[src/rtl/uart_fifo_ctrl_pkg.sv]
// Shared constants, state types and helpers for the buffered UART.
package uart_fifo_ctrl_pkg;

    localparam int DIV_W = 16;
    localparam int OSR   = 8;

    localparam int ST_TX_BUSY   = 0;
    localparam int ST_RX_AVAIL  = 1;
    localparam int ST_TX_FULL   = 2;
    localparam int ST_OVERRUN   = 3;
    localparam int ST_FRAME_ERR = 4;
    localparam int ST_OCC_LSB   = 8;

    typedef enum logic [1:0] {
        TX_IDLE,
        TX_START,
        TX_DATA,
        TX_STOP
    } tx_state_t;

    typedef enum logic [1:0] {
        RX_IDLE,
        RX_START,
        RX_DATA,
        RX_STOP
    } rx_state_t;

    function automatic logic [7:0] sat8(input logic [31:0] v);
        return (v > 32'd255) ? 8'hFF : v[7:0];
    endfunction

endpackage

[src/rtl/uart_fifo_ctrl_if.sv]
// Register bus bundle: data, status and divisor slots.
interface uart_fifo_ctrl_if;

    logic        reg_dat_we;
    logic        reg_dat_re;
    logic [31:0] reg_dat_di;
    logic [31:0] reg_dat_do;
    logic        reg_dat_wait;

    logic        reg_state_we;
    logic        reg_state_re;
    logic [31:0] reg_state_di;
    logic [31:0] reg_state_do;
    logic        reg_state_wait;

    logic        reg_div_we;
    logic        reg_div_re;
    logic [31:0] reg_div_di;
    logic [31:0] reg_div_do;
    logic        reg_div_wait;

    modport master (
        output reg_dat_we, reg_dat_re, reg_dat_di,
        input  reg_dat_do, reg_dat_wait,
        output reg_state_we, reg_state_re, reg_state_di,
        input  reg_state_do, reg_state_wait,
        output reg_div_we, reg_div_re, reg_div_di,
        input  reg_div_do, reg_div_wait
    );

    modport slave (
        input  reg_dat_we, reg_dat_re, reg_dat_di,
        output reg_dat_do, reg_dat_wait,
        input  reg_state_we, reg_state_re, reg_state_di,
        output reg_state_do, reg_state_wait,
        input  reg_div_we, reg_div_re, reg_div_di,
        output reg_div_do, reg_div_wait
    );

endinterface

[src/rtl/uart_sync_fifo.sv]
// Single-clock FIFO with combinational head and occupancy count.
module uart_sync_fifo #(
    parameter int WIDTH = 8,
    parameter int DEPTH = 16
) (
    input  logic                     clk,
    input  logic                     reset,
    input  logic                     push,
    input  logic                     pop,
    input  logic [WIDTH-1:0]         din,
    output logic [WIDTH-1:0]         head,
    output logic                     full,
    output logic                     empty,
    output logic [$clog2(DEPTH):0]   count
);

    localparam int AW = $clog2(DEPTH);

    logic [WIDTH-1:0] mem [DEPTH];
    logic [AW-1:0]    wr_ptr;
    logic [AW-1:0]    rd_ptr;
    logic             do_push;
    logic             do_pop;

    assign empty   = (count == '0);
    assign full    = (count == (AW+1)'(DEPTH));
    assign head    = mem[rd_ptr];
    assign do_pop  = pop && !empty;
    // A pop in the same cycle frees the slot a full FIFO would refuse
    assign do_push = push && (!full || do_pop);

    always_ff @(posedge clk) begin
        if (do_push) mem[wr_ptr] <= din;
    end

    always_ff @(posedge clk) begin
        if (reset) begin
            wr_ptr <= '0;
            rd_ptr <= '0;
            count  <= '0;
        end else begin
            if (do_push) wr_ptr <= wr_ptr + 1'b1;
            if (do_pop)  rd_ptr <= rd_ptr + 1'b1;
            case ({do_push, do_pop})
                2'b10:   count <= count + 1'b1;
                2'b01:   count <= count - 1'b1;
                default: ;
            endcase
        end
    end

endmodule

[src/rtl/uart_fifo_ctrl.sv]
// Buffered UART: TX/RX FIFOs, runtime baud divisor, 8x oversampled RX,
// sticky overrun and framing-error flags.
module uart_fifo_ctrl
    import uart_fifo_ctrl_pkg::*;
#(
    parameter int UART_CLK  = 12000000,
    parameter int BAUD_RATE = 115200,
    parameter int TX_DEPTH  = 16,
    parameter int RX_DEPTH  = 16,
    parameter int STOP_BITS = 1
) (
    input  logic            clk,
    input  logic            reset,
    uart_fifo_ctrl_if.slave bus,
    output logic            ser_tx,
    input  logic            ser_rx
);

    localparam int TCW = $clog2(TX_DEPTH) + 1;
    localparam int RCW = $clog2(RX_DEPTH) + 1;
    localparam logic [DIV_W-1:0] DIV_RST =
        DIV_W'(UART_CLK / (BAUD_RATE * OSR) - 1);
    localparam logic [2:0] PH_LAST  = 3'(OSR - 1);
    localparam logic [2:0] PH_START = 3'(OSR / 2 - 1);
    localparam logic STOP_LAST = 1'(STOP_BITS - 1);

    logic [DIV_W-1:0] div, tick_cnt, tx_pre;
    logic             div_we, tick, rx_tick, tx_bit_end;

    tx_state_t  tx_state;
    logic [7:0] tx_shreg, tx_head;
    logic [2:0] tx_phase, tx_bit;
    logic       tx_stop, tx_pop, tx_full, tx_empty;
    logic [TCW-1:0] tx_count;

    rx_state_t  rx_state;
    logic [7:0] rx_shreg, rx_head;
    logic [2:0] rx_phase, rx_bit;
    logic       rx_s1, rx_s2, rx_prev, rx_fall;
    logic       rx_sample, rx_push, rx_full, rx_empty;
    logic [RCW-1:0] rx_count;

    logic overrun, frame_err, ovr_set, fe_set;
    logic unused_bits;

    assign div_we  = bus.reg_div_we;
    assign tick    = (tick_cnt == div);
    assign rx_tick = tick && !div_we;

    always_ff @(posedge clk) begin
        if (reset) begin
            div      <= DIV_RST;
            tick_cnt <= '0;
        end else if (div_we) begin
            div      <= bus.reg_div_di[DIV_W-1:0];
            tick_cnt <= '0;
        end else begin
            tick_cnt <= tick ? '0 : tick_cnt + 1'b1;
        end
    end

    uart_sync_fifo #(.WIDTH(8), .DEPTH(TX_DEPTH)) u_tx_fifo (
        .clk(clk), .reset(reset),
        .push(bus.reg_dat_we), .pop(tx_pop),
        .din(bus.reg_dat_di[7:0]), .head(tx_head),
        .full(tx_full), .empty(tx_empty), .count(tx_count)
    );

    // TX keeps its own prescaler so every bit is exactly 8*(div+1) clocks
    assign tx_bit_end = !div_we && (tx_pre == div) && (tx_phase == PH_LAST);
    assign tx_pop = !tx_empty && ((tx_state == TX_IDLE) ||
        (tx_state == TX_STOP && tx_bit_end && tx_stop == STOP_LAST));

    always_ff @(posedge clk) begin
        if (reset) begin
            tx_state <= TX_IDLE;
            ser_tx   <= 1'b1;
            tx_pre   <= '0;
            tx_phase <= '0;
            tx_bit   <= '0;
            tx_stop  <= 1'b0;
            tx_shreg <= '0;
        end else if (tx_pop) begin
            tx_state <= TX_START;
            ser_tx   <= 1'b0;
            tx_shreg <= tx_head;
            tx_pre   <= '0;
            tx_phase <= '0;
        end else if (div_we) begin
            tx_pre   <= '0;
            tx_phase <= '0;
        end else if (tx_state != TX_IDLE) begin
            if (tx_pre == div) begin
                tx_pre   <= '0;
                tx_phase <= tx_phase + 3'd1;
                if (tx_phase == PH_LAST) begin
                    case (tx_state)
                        TX_START: begin
                            tx_state <= TX_DATA;
                            ser_tx   <= tx_shreg[0];
                            tx_bit   <= '0;
                        end
                        TX_DATA: begin
                            if (tx_bit == 3'd7) begin
                                tx_state <= TX_STOP;
                                ser_tx   <= 1'b1;
                                tx_stop  <= 1'b0;
                            end else begin
                                tx_shreg <= tx_shreg >> 1;
                                ser_tx   <= tx_shreg[1];
                                tx_bit   <= tx_bit + 3'd1;
                            end
                        end
                        TX_STOP: begin
                            if (tx_stop == STOP_LAST) tx_state <= TX_IDLE;
                            else tx_stop <= 1'b1;
                        end
                        default: ;
                    endcase
                end
            end else begin
                tx_pre <= tx_pre + 1'b1;
            end
        end
    end

    always_ff @(posedge clk) begin
        if (reset) begin
            rx_s1   <= 1'b1;
            rx_s2   <= 1'b1;
            rx_prev <= 1'b1;
        end else begin
            rx_s1   <= ser_rx;
            rx_s2   <= rx_s1;
            rx_prev <= rx_s2;
        end
    end

    assign rx_fall   = rx_prev && !rx_s2;
    assign rx_sample = rx_tick && (rx_phase == PH_LAST) && (rx_state == RX_STOP);
    assign rx_push   = rx_sample && rx_s2;
    assign fe_set    = rx_sample && !rx_s2;
    assign ovr_set   = rx_push && rx_full && !bus.reg_dat_re;

    always_ff @(posedge clk) begin
        if (reset) begin
            rx_state <= RX_IDLE;
            rx_phase <= '0;
            rx_bit   <= '0;
            rx_shreg <= '0;
        end else begin
            if (div_we) rx_phase <= '0;
            case (rx_state)
                RX_IDLE: if (rx_fall) begin
                    rx_state <= RX_START;
                    rx_phase <= '0;
                end
                RX_START: if (rx_tick) begin
                    if (rx_phase == PH_START) begin
                        rx_state <= rx_s2 ? RX_IDLE : RX_DATA;
                        rx_phase <= '0;
                        rx_bit   <= '0;
                    end else begin
                        rx_phase <= rx_phase + 3'd1;
                    end
                end
                RX_DATA: if (rx_tick) begin
                    rx_phase <= rx_phase + 3'd1;
                    if (rx_phase == PH_LAST) begin
                        rx_shreg <= {rx_s2, rx_shreg[7:1]};
                        rx_bit   <= rx_bit + 3'd1;
                        if (rx_bit == 3'd7) rx_state <= RX_STOP;
                    end
                end
                RX_STOP: if (rx_tick) begin
                    rx_phase <= rx_phase + 3'd1;
                    if (rx_phase == PH_LAST) rx_state <= RX_IDLE;
                end
                default: rx_state <= RX_IDLE;
            endcase
        end
    end

    uart_sync_fifo #(.WIDTH(8), .DEPTH(RX_DEPTH)) u_rx_fifo (
        .clk(clk), .reset(reset),
        .push(rx_push), .pop(bus.reg_dat_re),
        .din(rx_shreg), .head(rx_head),
        .full(rx_full), .empty(rx_empty), .count(rx_count)
    );

    // Set beats a same-cycle software clear
    always_ff @(posedge clk) begin
        if (reset) begin
            overrun   <= 1'b0;
            frame_err <= 1'b0;
        end else begin
            overrun   <= ovr_set ||
                (overrun && !(bus.reg_state_we && bus.reg_state_di[ST_OVERRUN]));
            frame_err <= fe_set ||
                (frame_err && !(bus.reg_state_we && bus.reg_state_di[ST_FRAME_ERR]));
        end
    end

    always_comb begin
        bus.reg_state_do = '0;
        bus.reg_state_do[ST_TX_BUSY]   = !tx_empty || (tx_state != TX_IDLE);
        bus.reg_state_do[ST_RX_AVAIL]  = !rx_empty;
        bus.reg_state_do[ST_TX_FULL]   = tx_full;
        bus.reg_state_do[ST_OVERRUN]   = overrun;
        bus.reg_state_do[ST_FRAME_ERR] = frame_err;
        bus.reg_state_do[ST_OCC_LSB +: 8] = sat8(32'(rx_count));
    end

    assign bus.reg_dat_do   = rx_empty ? 32'd0 : {23'd0, 1'b1, rx_head};
    assign bus.reg_div_do   = 32'(div);
    assign bus.reg_dat_wait   = bus.reg_dat_we | bus.reg_dat_re;
    assign bus.reg_state_wait = bus.reg_state_we | bus.reg_state_re;
    assign bus.reg_div_wait   = bus.reg_div_we | bus.reg_div_re;

    assign unused_bits = ^{bus.reg_dat_di[31:8], bus.reg_state_di[31:5],
                           bus.reg_state_di[2:0], bus.reg_div_di[31:16], tx_count};

endmodule
[src/flat_wrapper.sv]
// flat-port wrapper written by rule: the top's interface ports become plain ports
module uart_fifo_ctrl_flat import uart_fifo_ctrl_pkg::*;
#(
    parameter int UART_CLK  = 12000000,
    parameter int BAUD_RATE = 115200,
    parameter int TX_DEPTH  = 16,
    parameter int RX_DEPTH  = 16,
    parameter int STOP_BITS = 1
)
  (clk, reset, ser_tx, ser_rx, bus_reg_dat_we, bus_reg_dat_re, bus_reg_dat_di, bus_reg_dat_do, bus_reg_dat_wait, bus_reg_state_we, bus_reg_state_re, bus_reg_state_di, bus_reg_state_do, bus_reg_state_wait, bus_reg_div_we, bus_reg_div_re, bus_reg_div_di, bus_reg_div_do, bus_reg_div_wait);
  uart_fifo_ctrl_if bus_i ();
  input  logic clk;
  input  logic reset;
  output logic ser_tx;
  input  logic ser_rx;
  input wire logic [$bits(bus_i.reg_dat_we)-1:0] bus_reg_dat_we;
  input wire logic [$bits(bus_i.reg_dat_re)-1:0] bus_reg_dat_re;
  input wire logic [$bits(bus_i.reg_dat_di)-1:0] bus_reg_dat_di;
  output wire logic [$bits(bus_i.reg_dat_do)-1:0] bus_reg_dat_do;
  output wire logic [$bits(bus_i.reg_dat_wait)-1:0] bus_reg_dat_wait;
  input wire logic [$bits(bus_i.reg_state_we)-1:0] bus_reg_state_we;
  input wire logic [$bits(bus_i.reg_state_re)-1:0] bus_reg_state_re;
  input wire logic [$bits(bus_i.reg_state_di)-1:0] bus_reg_state_di;
  output wire logic [$bits(bus_i.reg_state_do)-1:0] bus_reg_state_do;
  output wire logic [$bits(bus_i.reg_state_wait)-1:0] bus_reg_state_wait;
  input wire logic [$bits(bus_i.reg_div_we)-1:0] bus_reg_div_we;
  input wire logic [$bits(bus_i.reg_div_re)-1:0] bus_reg_div_re;
  input wire logic [$bits(bus_i.reg_div_di)-1:0] bus_reg_div_di;
  output wire logic [$bits(bus_i.reg_div_do)-1:0] bus_reg_div_do;
  output wire logic [$bits(bus_i.reg_div_wait)-1:0] bus_reg_div_wait;
  assign bus_i.reg_dat_we = bus_reg_dat_we;
  assign bus_i.reg_dat_re = bus_reg_dat_re;
  assign bus_i.reg_dat_di = bus_reg_dat_di;
  assign bus_reg_dat_do = bus_i.reg_dat_do;
  assign bus_reg_dat_wait = bus_i.reg_dat_wait;
  assign bus_i.reg_state_we = bus_reg_state_we;
  assign bus_i.reg_state_re = bus_reg_state_re;
  assign bus_i.reg_state_di = bus_reg_state_di;
  assign bus_reg_state_do = bus_i.reg_state_do;
  assign bus_reg_state_wait = bus_i.reg_state_wait;
  assign bus_i.reg_div_we = bus_reg_div_we;
  assign bus_i.reg_div_re = bus_reg_div_re;
  assign bus_i.reg_div_di = bus_reg_div_di;
  assign bus_reg_div_do = bus_i.reg_div_do;
  assign bus_reg_div_wait = bus_i.reg_div_wait;
  uart_fifo_ctrl #(.UART_CLK(UART_CLK), .BAUD_RATE(BAUD_RATE), .TX_DEPTH(TX_DEPTH), .RX_DEPTH(RX_DEPTH), .STOP_BITS(STOP_BITS)) u_core (.clk(clk), .reset(reset), .bus(bus_i), .ser_tx(ser_tx), .ser_rx(ser_rx));
endmodule
[config.mk]
export PLATFORM = sky130hd
export DESIGN_NAME = uart_fifo_ctrl_flat
export DESIGN_NICKNAME = d
export VERILOG_FILES = /design/src/rtl/uart_fifo_ctrl_pkg.sv /design/src/rtl/uart_fifo_ctrl_if.sv /design/src/rtl/uart_sync_fifo.sv /design/src/rtl/uart_fifo_ctrl.sv /design/src/flat_wrapper.sv
export SDC_FILE = /design/constraint.sdc
export NUM_CORES = 1
export LEC_CHECK = 0
export BUFFER_PORTS_ARGS = -buffer_cell sky130_fd_sc_hd__buf_2
export CORE_MARGIN = 2
export CORE_UTILIZATION = 45
export CTS_CLUSTER_SIZE = 30
export DETAILED_ROUTE_END_ITERATION = 12
export SYNTH_ARGS = -nofsm -noshare
export SYNTH_HDL_FRONTEND = slang
export SYNTH_SLANG_ARGS = --single-unit
[constraint.sdc]
create_clock -name clk -period 8.5 [get_ports clk]
set_input_delay 0.85 -clock clk [delete_from_list [all_inputs] [get_ports clk]]
set_output_delay 0.85 -clock clk [all_outputs]
set_load 0.05 [all_outputs]
=== Word-level counts from Yosys, hierarchy flattened ===
Memories as Yosys holds them, arrays and structs flattened. A register that Yosys moved wholly into a read port is not among the register bits.
Cells that the tools add are included.

* Memories kept: 2
* Register bits: 113
* RAM bits: 256
* Output and inout port bits: 100

* Equal/unequal tests: 34
* Mux-type cells: 60
* Reductions and logical operators: 67
* Bitwise gates (word level): 6
* Add/subtract/negate cells: 14

{| class="wikitable"
|+ Memories
! name !! depth !! width !! rd ports !! clocked after memory_dff !! wr ports !! line !! RTL
|-
| u_core.u_rx_fifo.mem || 16 || 8 || 1 || 1 || 1 || uart_sync_fifo.sv:19 || <nowiki>logic [WIDTH-1:0] mem [DEPTH];</nowiki>
|-
| u_core.u_tx_fifo.mem || 16 || 8 || 1 || 1 || 1 || uart_sync_fifo.sv:19 ||
|}

{| class="wikitable"
|+ Operator list
! operator !! number
|-
| 8-bit 2-to-1 mux || 7
|-
| 16-bit by 1-bit adder with 16-bit output (second input constant) || 2
|-
| 16-bit equality test || 2
|-
| 3-bit 2-to-1 mux || 10
|-
| 7-bit AND reduction || 4
|-
| 2-bit 2-to-1 mux || 11
|-
| 1-bit logical AND || 21
|-
| 5-bit one-hot mux with 2 select lines || 2
|-
| 2-bit nonzero test || 10
|-
| 2-bit by 1-bit != test with 1-bit output (second input constant) || 9
|-
| 1-bit 2-to-1 mux || 17
|-
| 4-bit by 1-bit adder with 4-bit output (second input constant) || 4
|-
| 16-bit 2-to-1 mux || 1
|-
| 4-bit 2-to-1 mux || 4
|-
| 3-bit by 1-bit adder with 3-bit output (second input constant) || 4
|-
| 2-bit equality test (second input constant) || 6
|-
| 3-bit equality test (second input constant) || 4
|-
| 3-bit one-hot mux with 2 select lines || 2
|-
| 5-bit by 1-bit adder with 5-bit output (second input constant) || 2
|-
| 5-bit equality test (second input constant) || 2
|-
| 5-bit zero test || 2
|-
| 5-bit AND reduction || 2
|-
| 5-bit by 1-bit subtractor with 5-bit output (second input constant) || 2
|-
| 1-bit zero test || 9
|-
| 22 further kinds || 42
|}

=== Longest topological paths before layout ===
* Depth in word-level cells: 12
* Gate-level depth with buffers: 14

=== By module ===
A second synthesis with hierarchy kept.

* Cells, all modules: 1,182
* Area, all modules: 16,361.9 um^2

{| class="wikitable"
|+ Modules (own cells, without submodules)
! module !! cells an instance !! instances !! area an instance (um^2) !! sequential area each (um^2)
|-
| uart_sync_fifo at u_core.u_rx_fifo || 325 || 1 || 5,866.9 || 4,184.0
|-
| uart_sync_fifo at u_core.u_tx_fifo || 320 || 1 || 5,820.6 || 4,184.0
|-
| uart_fifo_ctrl || 537 || 1 || 4,674.5 || 1,721.7
|}

=== Worst setup path after synthesis ===
No wires, ideal clock.

* Path type: input -> register
* From: input bus_reg_div_we
* To: register u_core.u_tx_fifo.count[4]
* Arrival: 3.373 ns
* Stages on the path: 13
* Setup time: 0.133 ns
* Path slack: 4.994 ns
* Required time: 8.367 ns
* Cell sequence: clkbuf_1 nor2b_1 nand2_1 o21ai_1 nand2_2 nor2_1 ha_1 a21o_1 a21oi_1 nor2b_1 nor2b_1 a22oi_1 a31oi_1

* Cells in the longest elaborated chain, start to end: 12

{| class="wikitable"
|+ RTL lines
! element !! line !! RTL
|-
| start: declaration || flat_wrapper.sv:26 || <nowiki>input wire logic [$bits(bus_i.reg_div_we)-1:0] bus_reg_div_we;</nowiki>
|-
| 1-bit zero test * || uart_fifo_ctrl.sv:70 || <nowiki>assign tx_bit_end = !div_we && (tx_pre == div) && (tx_phase == PH_LAST);</nowiki>
|-
| 1-bit logical AND * (2 in series) || uart_fifo_ctrl.sv:70 ||
|-
| 1-bit logical AND * (2 in series) || uart_fifo_ctrl.sv:72 || <nowiki>(tx_state == TX_STOP && tx_bit_end && tx_stop == STOP_LAST));</nowiki>
|-
| 1-bit logical OR * || uart_fifo_ctrl.sv:71 || <nowiki>assign tx_pop = !tx_empty && ((tx_state == TX_IDLE) ||</nowiki>
|-
| 1-bit logical AND * || uart_fifo_ctrl.sv:71 ||
|-
| 1-bit logical AND * || uart_sync_fifo.sv:28 || <nowiki>assign do_pop = pop && !empty;</nowiki>
|-
| 1-bit logical OR || uart_sync_fifo.sv:30 || <nowiki>assign do_push = push && (!full || do_pop);</nowiki>
|-
| 1-bit logical AND || uart_sync_fifo.sv:30 ||
|-
| 2-bit by 1-bit equality test with 1-bit output or 2-bit equality test (tied branches) || uart_sync_fifo.sv:44 || <nowiki>case ({do_push, do_pop})</nowiki>
|-
| 5-bit one-hot mux with 2 select lines or 2-bit nonzero test (tied branches) || -- ||
|-
| end signal: assignment || uart_sync_fifo.sv:45 || <nowiki>2'b10: count <= count + 1'b1;</nowiki>
|-
| end signal: assignment || uart_sync_fifo.sv:46 || <nowiki>2'b01: count <= count - 1'b1;</nowiki>
|-
| end: declaration || uart_sync_fifo.sv:14 || <nowiki>output logic [$clog2(DEPTH):0] count</nowiki>
|}

Every way passes the cells marked *; elsewhere a longest branch is shown, timed or not.
A chain may end at the register's enable or synchronous reset.

=== Final worst setup path ===
* From: register u_core.tx_pre[9]
* To: register u_core.u_tx_fifo.count[4]

* Cells in the longest elaborated chain, start to end: 12

{| class="wikitable"
|+ RTL lines
! element !! line !! RTL
|-
| start: declaration || uart_fifo_ctrl.sv:27 || <nowiki>logic [DIV_W-1:0] div, tick_cnt, tx_pre;</nowiki>
|-
| start signal: assignment || uart_fifo_ctrl.sv:122 || <nowiki>tx_pre <= tx_pre + 1'b1;</nowiki>
|-
| 16-bit equality test * || uart_fifo_ctrl.sv:70 ||
|-
| 1-bit logical AND * (2 in series) || uart_fifo_ctrl.sv:70 ||
|-
| 1-bit logical AND * (2 in series) || uart_fifo_ctrl.sv:72 ||
|-
| 1-bit logical OR * || uart_fifo_ctrl.sv:71 ||
|-
| 1-bit logical AND * || uart_fifo_ctrl.sv:71 ||
|-
| 1-bit logical AND * || uart_sync_fifo.sv:28 ||
|-
| 1-bit logical OR || uart_sync_fifo.sv:30 ||
|-
| 1-bit logical AND || uart_sync_fifo.sv:30 ||
|-
| 2-bit by 1-bit equality test with 1-bit output or 2-bit equality test (tied branches) || uart_sync_fifo.sv:44 ||
|-
| 5-bit one-hot mux with 2 select lines or 2-bit nonzero test (tied branches) || -- ||
|}

Marked as above.

==> flow_metrics.env <==
export IMPL_antenna_left=0
export IMPL_regArea_sq_um=10100
export IMPL_synth_seq_cells=376
export IMPL_async_flop_share_pct=0
export IMPL_ys_types=64
export IMPL_grt_first_pass_wirelength_microns=49200
export IMPL_ir_drop_mv=0.188
export IMPL_cts_sink_count=376
export IMPL_cp_common_cell="nor2b_1"
export IMPL_min_path_type="reg -> reg"
export IMPL_cts_tree="yes"
export IMPL_cts_buffer_depth=3
export IMPL_synth_simple_gate_area_share_pct=8.91
export IMPL_nNetsFinal=1363
export IMPL_cts_htree_levels=2
export IMPL_synth_common_cells="edfxtp_1 (256), dfxtp_1 (120), nor2_1 (107)"
export IMPL_hold_violations=0
export IMPL_setup_tns_final_ps=0
export IMPL_cpPeakStageDelay_ps=740
export IMPL_critPathMaxFanout=12
export IMPL_worstMarginPinSlew_ps=965
export IMPL_final_cell_area_sq_um=18200
export IMPL_cts_resized=0
export IMPL_first_global_vias=8808
export IMPL_p_leak_uw=0.00680
export IMPL_yosys_warnings=0
export IMPL_crit_type="reg -> reg"
export IMPL_synthAdderAreaFrac_pct=3.14
export IMPL_synth_area_leader_cell="edfxtp_1"
export IMPL_clk_pin_slew_ps=60
export IMPL_grtUsageMet1_pct=22.7
export IMPL_cp_arrival_ps=4570
export IMPL_crit_path_cell_trace="xor2_1, nor4_1, nand4_1, o21ai_1, nand2_2, nor2_1, ha_1, a21o_1, a21oi_1, nor2b_1, nor2b_1, a22oi_1, a31oi_1"
export IMPL_synth_most_common_cell="edfxtp_1"
export IMPL_viasPerCell=5.14
export IMPL_rsz0062_at_grt="false"
export IMPL_timing_critical_path_buf_inv=0
export IMPL_relSlewSlack_pct=35.3
export IMPL_synth_xor_area_share_pct=3.84
export IMPL_synth_top_cell_area_share_pct=46.8
export IMPL_grt_antenna_before_repair=0
export IMPL_finalWeightedCongestion=0.803
export IMPL_die_width_microns=195
export IMPL_multi_input_area_sq_um=5760
export IMPL_synthMuxAreaShare_pct=13.7
export IMPL_grt_most_used_layer="met2"
export IMPL_dr_pass1_iters=4
export IMPL_slew_violations=0
export IMPL_fillCellCount=3048
export IMPL_portBuffers=73
export IMPL_ys_flop_type="edfxtp_1"
export IMPL_layout_drive_gt1_share_pct=18.8
export IMPL_period_minus_slack_ps=4170
export IMPL_area_growth_pct=10.8
export IMPL_gr_total_overflow=0
export IMPL_drt_iter0_drc=582
export IMPL_status="complete, no violations"
export IMPL_die_h_microns=195
export IMPL_fp_coreArea_sq_um=35700
export IMPL_cellPowerDensity_nw_per_um2=244
export IMPL_cp_start_kind="register"
export IMPL_rows=69
export IMPL_grt_use_met2_pct=26.9
export IMPL_cp_end_kind="register"
export IMPL_period_share_pct=49.1
export IMPL_cap_violations=0
export IMPL_route_detailed_drc=0
export IMPL_cts_made_buffers=40
export IMPL_vias=8796
export IMPL_start_util_pct=45.9
export IMPL_cts_post_setup_buffers_inserted=0
export IMPL_grt_use_met3_pct=2.61
export IMPL_synth_compound_area_share_pct=3.96
export IMPL_netlist_instances=1149
export IMPL_wirelength_microns=30600
export IMPL_wl_per_cell_microns=17.9
export IMPL_grt_max_degree=45
export IMPL_post_dp_hpwl_microns=20400
export IMPL_ios=205
export IMPL_final_setup_viol_count=0
export IMPL_skew_ps=15.9
export IMPL_netlist_area_sq_um=16400
export IMPL_placed_area_sq_um=17000
export IMPL_ys_seq_area_share_pct=61.5
export IMPL_die_area_sq_um=38000
export IMPL_ys_top_cells_by_area="edfxtp_1 (47%), dfxtp_1 (15%), mux4_2 (11%), xor2_1 (3.1%), buf_4 (3.1%)"
export IMPL_fmax_mhz=240
export IMPL_crit_slowest_cell="o21ai_1"
export IMPL_synth_edf_count=256
export IMPL_cts_root_buf="clkbuf_16"
export IMPL_critPathRequiredTime_ps=8900
export IMPL_synth_top_family_by_area="multiplexers"
export IMPL_critPathTopFamily="simple AND/OR/NAND/NOR gates"
export IMPL_globalRouteTotalUtil_pct=16.4
export IMPL_postCtsHoldBufs=0
export IMPL_avgSynthCellArea_sq_um=14.3
export IMPL_final_util_pct=50.9
export IMPL_clock_latency_ps=540
worst reg2reg max path, delay by kind of cell (launching register included):
kind,cells,cell delay (ps)
compound gates,5,1400
simple gates,6,1780
fa+ha+maj,1,330
flops,1,360
xor+xnor,1,180
routing by layer:
layer | up-vias | wire length (microns)
li1 | 4287 | -
met1 | 4340 | 14100
met2 | 128 | 14800
met3 | 41 | 1080
met4 | 0 | 580
met5 | - | 0
report_power, final:
group | switching [uW] | total, uW | internal (uW)
Combinational | 483 | 769 | 286
Sequential | 47.4 | 2050 | 2010
Clock | 685 | 1620 | 931
Total | 1210 | 4440 | 3220
metrics by stage:
| stage | power, uW | hold WS [ps] | std cells | worst slack, ps |
|---|---|---|---|---|
| after global routing | 4630 | 460 | 1710 | 3870 |
| final | 4440 | 413 | 1711 | 4330 |
| after global placement | 2860 | 393 | 1637 | 4200 |
| after detailed placement | 2870 | 398 | 1637 | 4210 |
| after floorplan | 2720 | 389 | 1209 | 4990 |
| after CTS | 4490 | 415 | 1710 | 4290 |
cell type report:
type | count | area share (%)
sequential | 376 | 55.5
clock buffer | 58 | 6.04
inverter | 28 | 0.578
antenna | 1 | 0.0138
tap | 461 | 3.17
timing repair buffer | 82 | 2.38
clock inverter | 15 | 0.619
multi-input combinational | 690 | 31.7
placed cells by master, fill, tap and decap left out, drive strengths merged, types with 5 or more instances in the layout:
cell,instances
nor2,108
clkbuf,58
and3,23
buf,82
a21o,7
o21ai,14
mux4,78
a211oi,13
or2,7
mux2i,47
and4,5
clkinv,13
dfxtp,120
edfxtp,256
inv,29
a21oi,26
nand3,27
nand2,48
nor3,20
nand4,6
ha,38
nor2b,20
conb,61
xor2,58
nand2b,10
nor4,9
xnor2,14
cell families (layout without fill, tap and decap cells):
group / count (synthesis) / in the layout
flip-flops: 376 / 376
AND/OR/NAND/NOR: 300 / 300
adder cells (fa/ha/maj): 40 / 40
AO/OA/AOI/OAI: 90 / 90
XOR/XNOR: 72 / 72
multiplexers: 127 / 127
buffers and inverters: 143 / 183
other: 1 / 62
registers in the layout, summed over array words and instances (netlist names), 2 cells and up, named ones only:
register and flops:
u_core.u_rx_fifo.rd_ptr 4, u_core.tx_phase 3, u_core.rx_phase 3, u_core.rx_bit 3, u_core.u_tx_fifo.count 5, u_core.u_rx_fifo.count 5
u_core.tx_pre 16, u_core.div 16, u_core.u_tx_fifo.rd_ptr 4, u_core.tx_shreg 8, u_core.u_tx_fifo.wr_ptr 4, u_core.u_rx_fifo.mem 128
u_core.u_rx_fifo.wr_ptr 4, u_core.tx_state 2, u_core.tick_cnt 16, u_core.rx_shreg 8, u_core.tx_bit 3, u_core.u_tx_fifo.mem 128
final timing paths:
check | start | endpoint | slack (ps) | cells after the start
worst max register to register | u_core.tx_pre[9] | u_core.u_tx_fifo.count[4] | 4330 | 13
worst min-delay path | u_core.rx_s1 | u_core.rx_s2 | 410 | 1
worst max-delay path | u_core.tx_pre[9] | u_core.u_tx_fifo.count[4] | 4330 | 13
worst min register to register | u_core.rx_s1 | u_core.rx_s2 | 410 | 1
(Power assumes the default switching activity.)
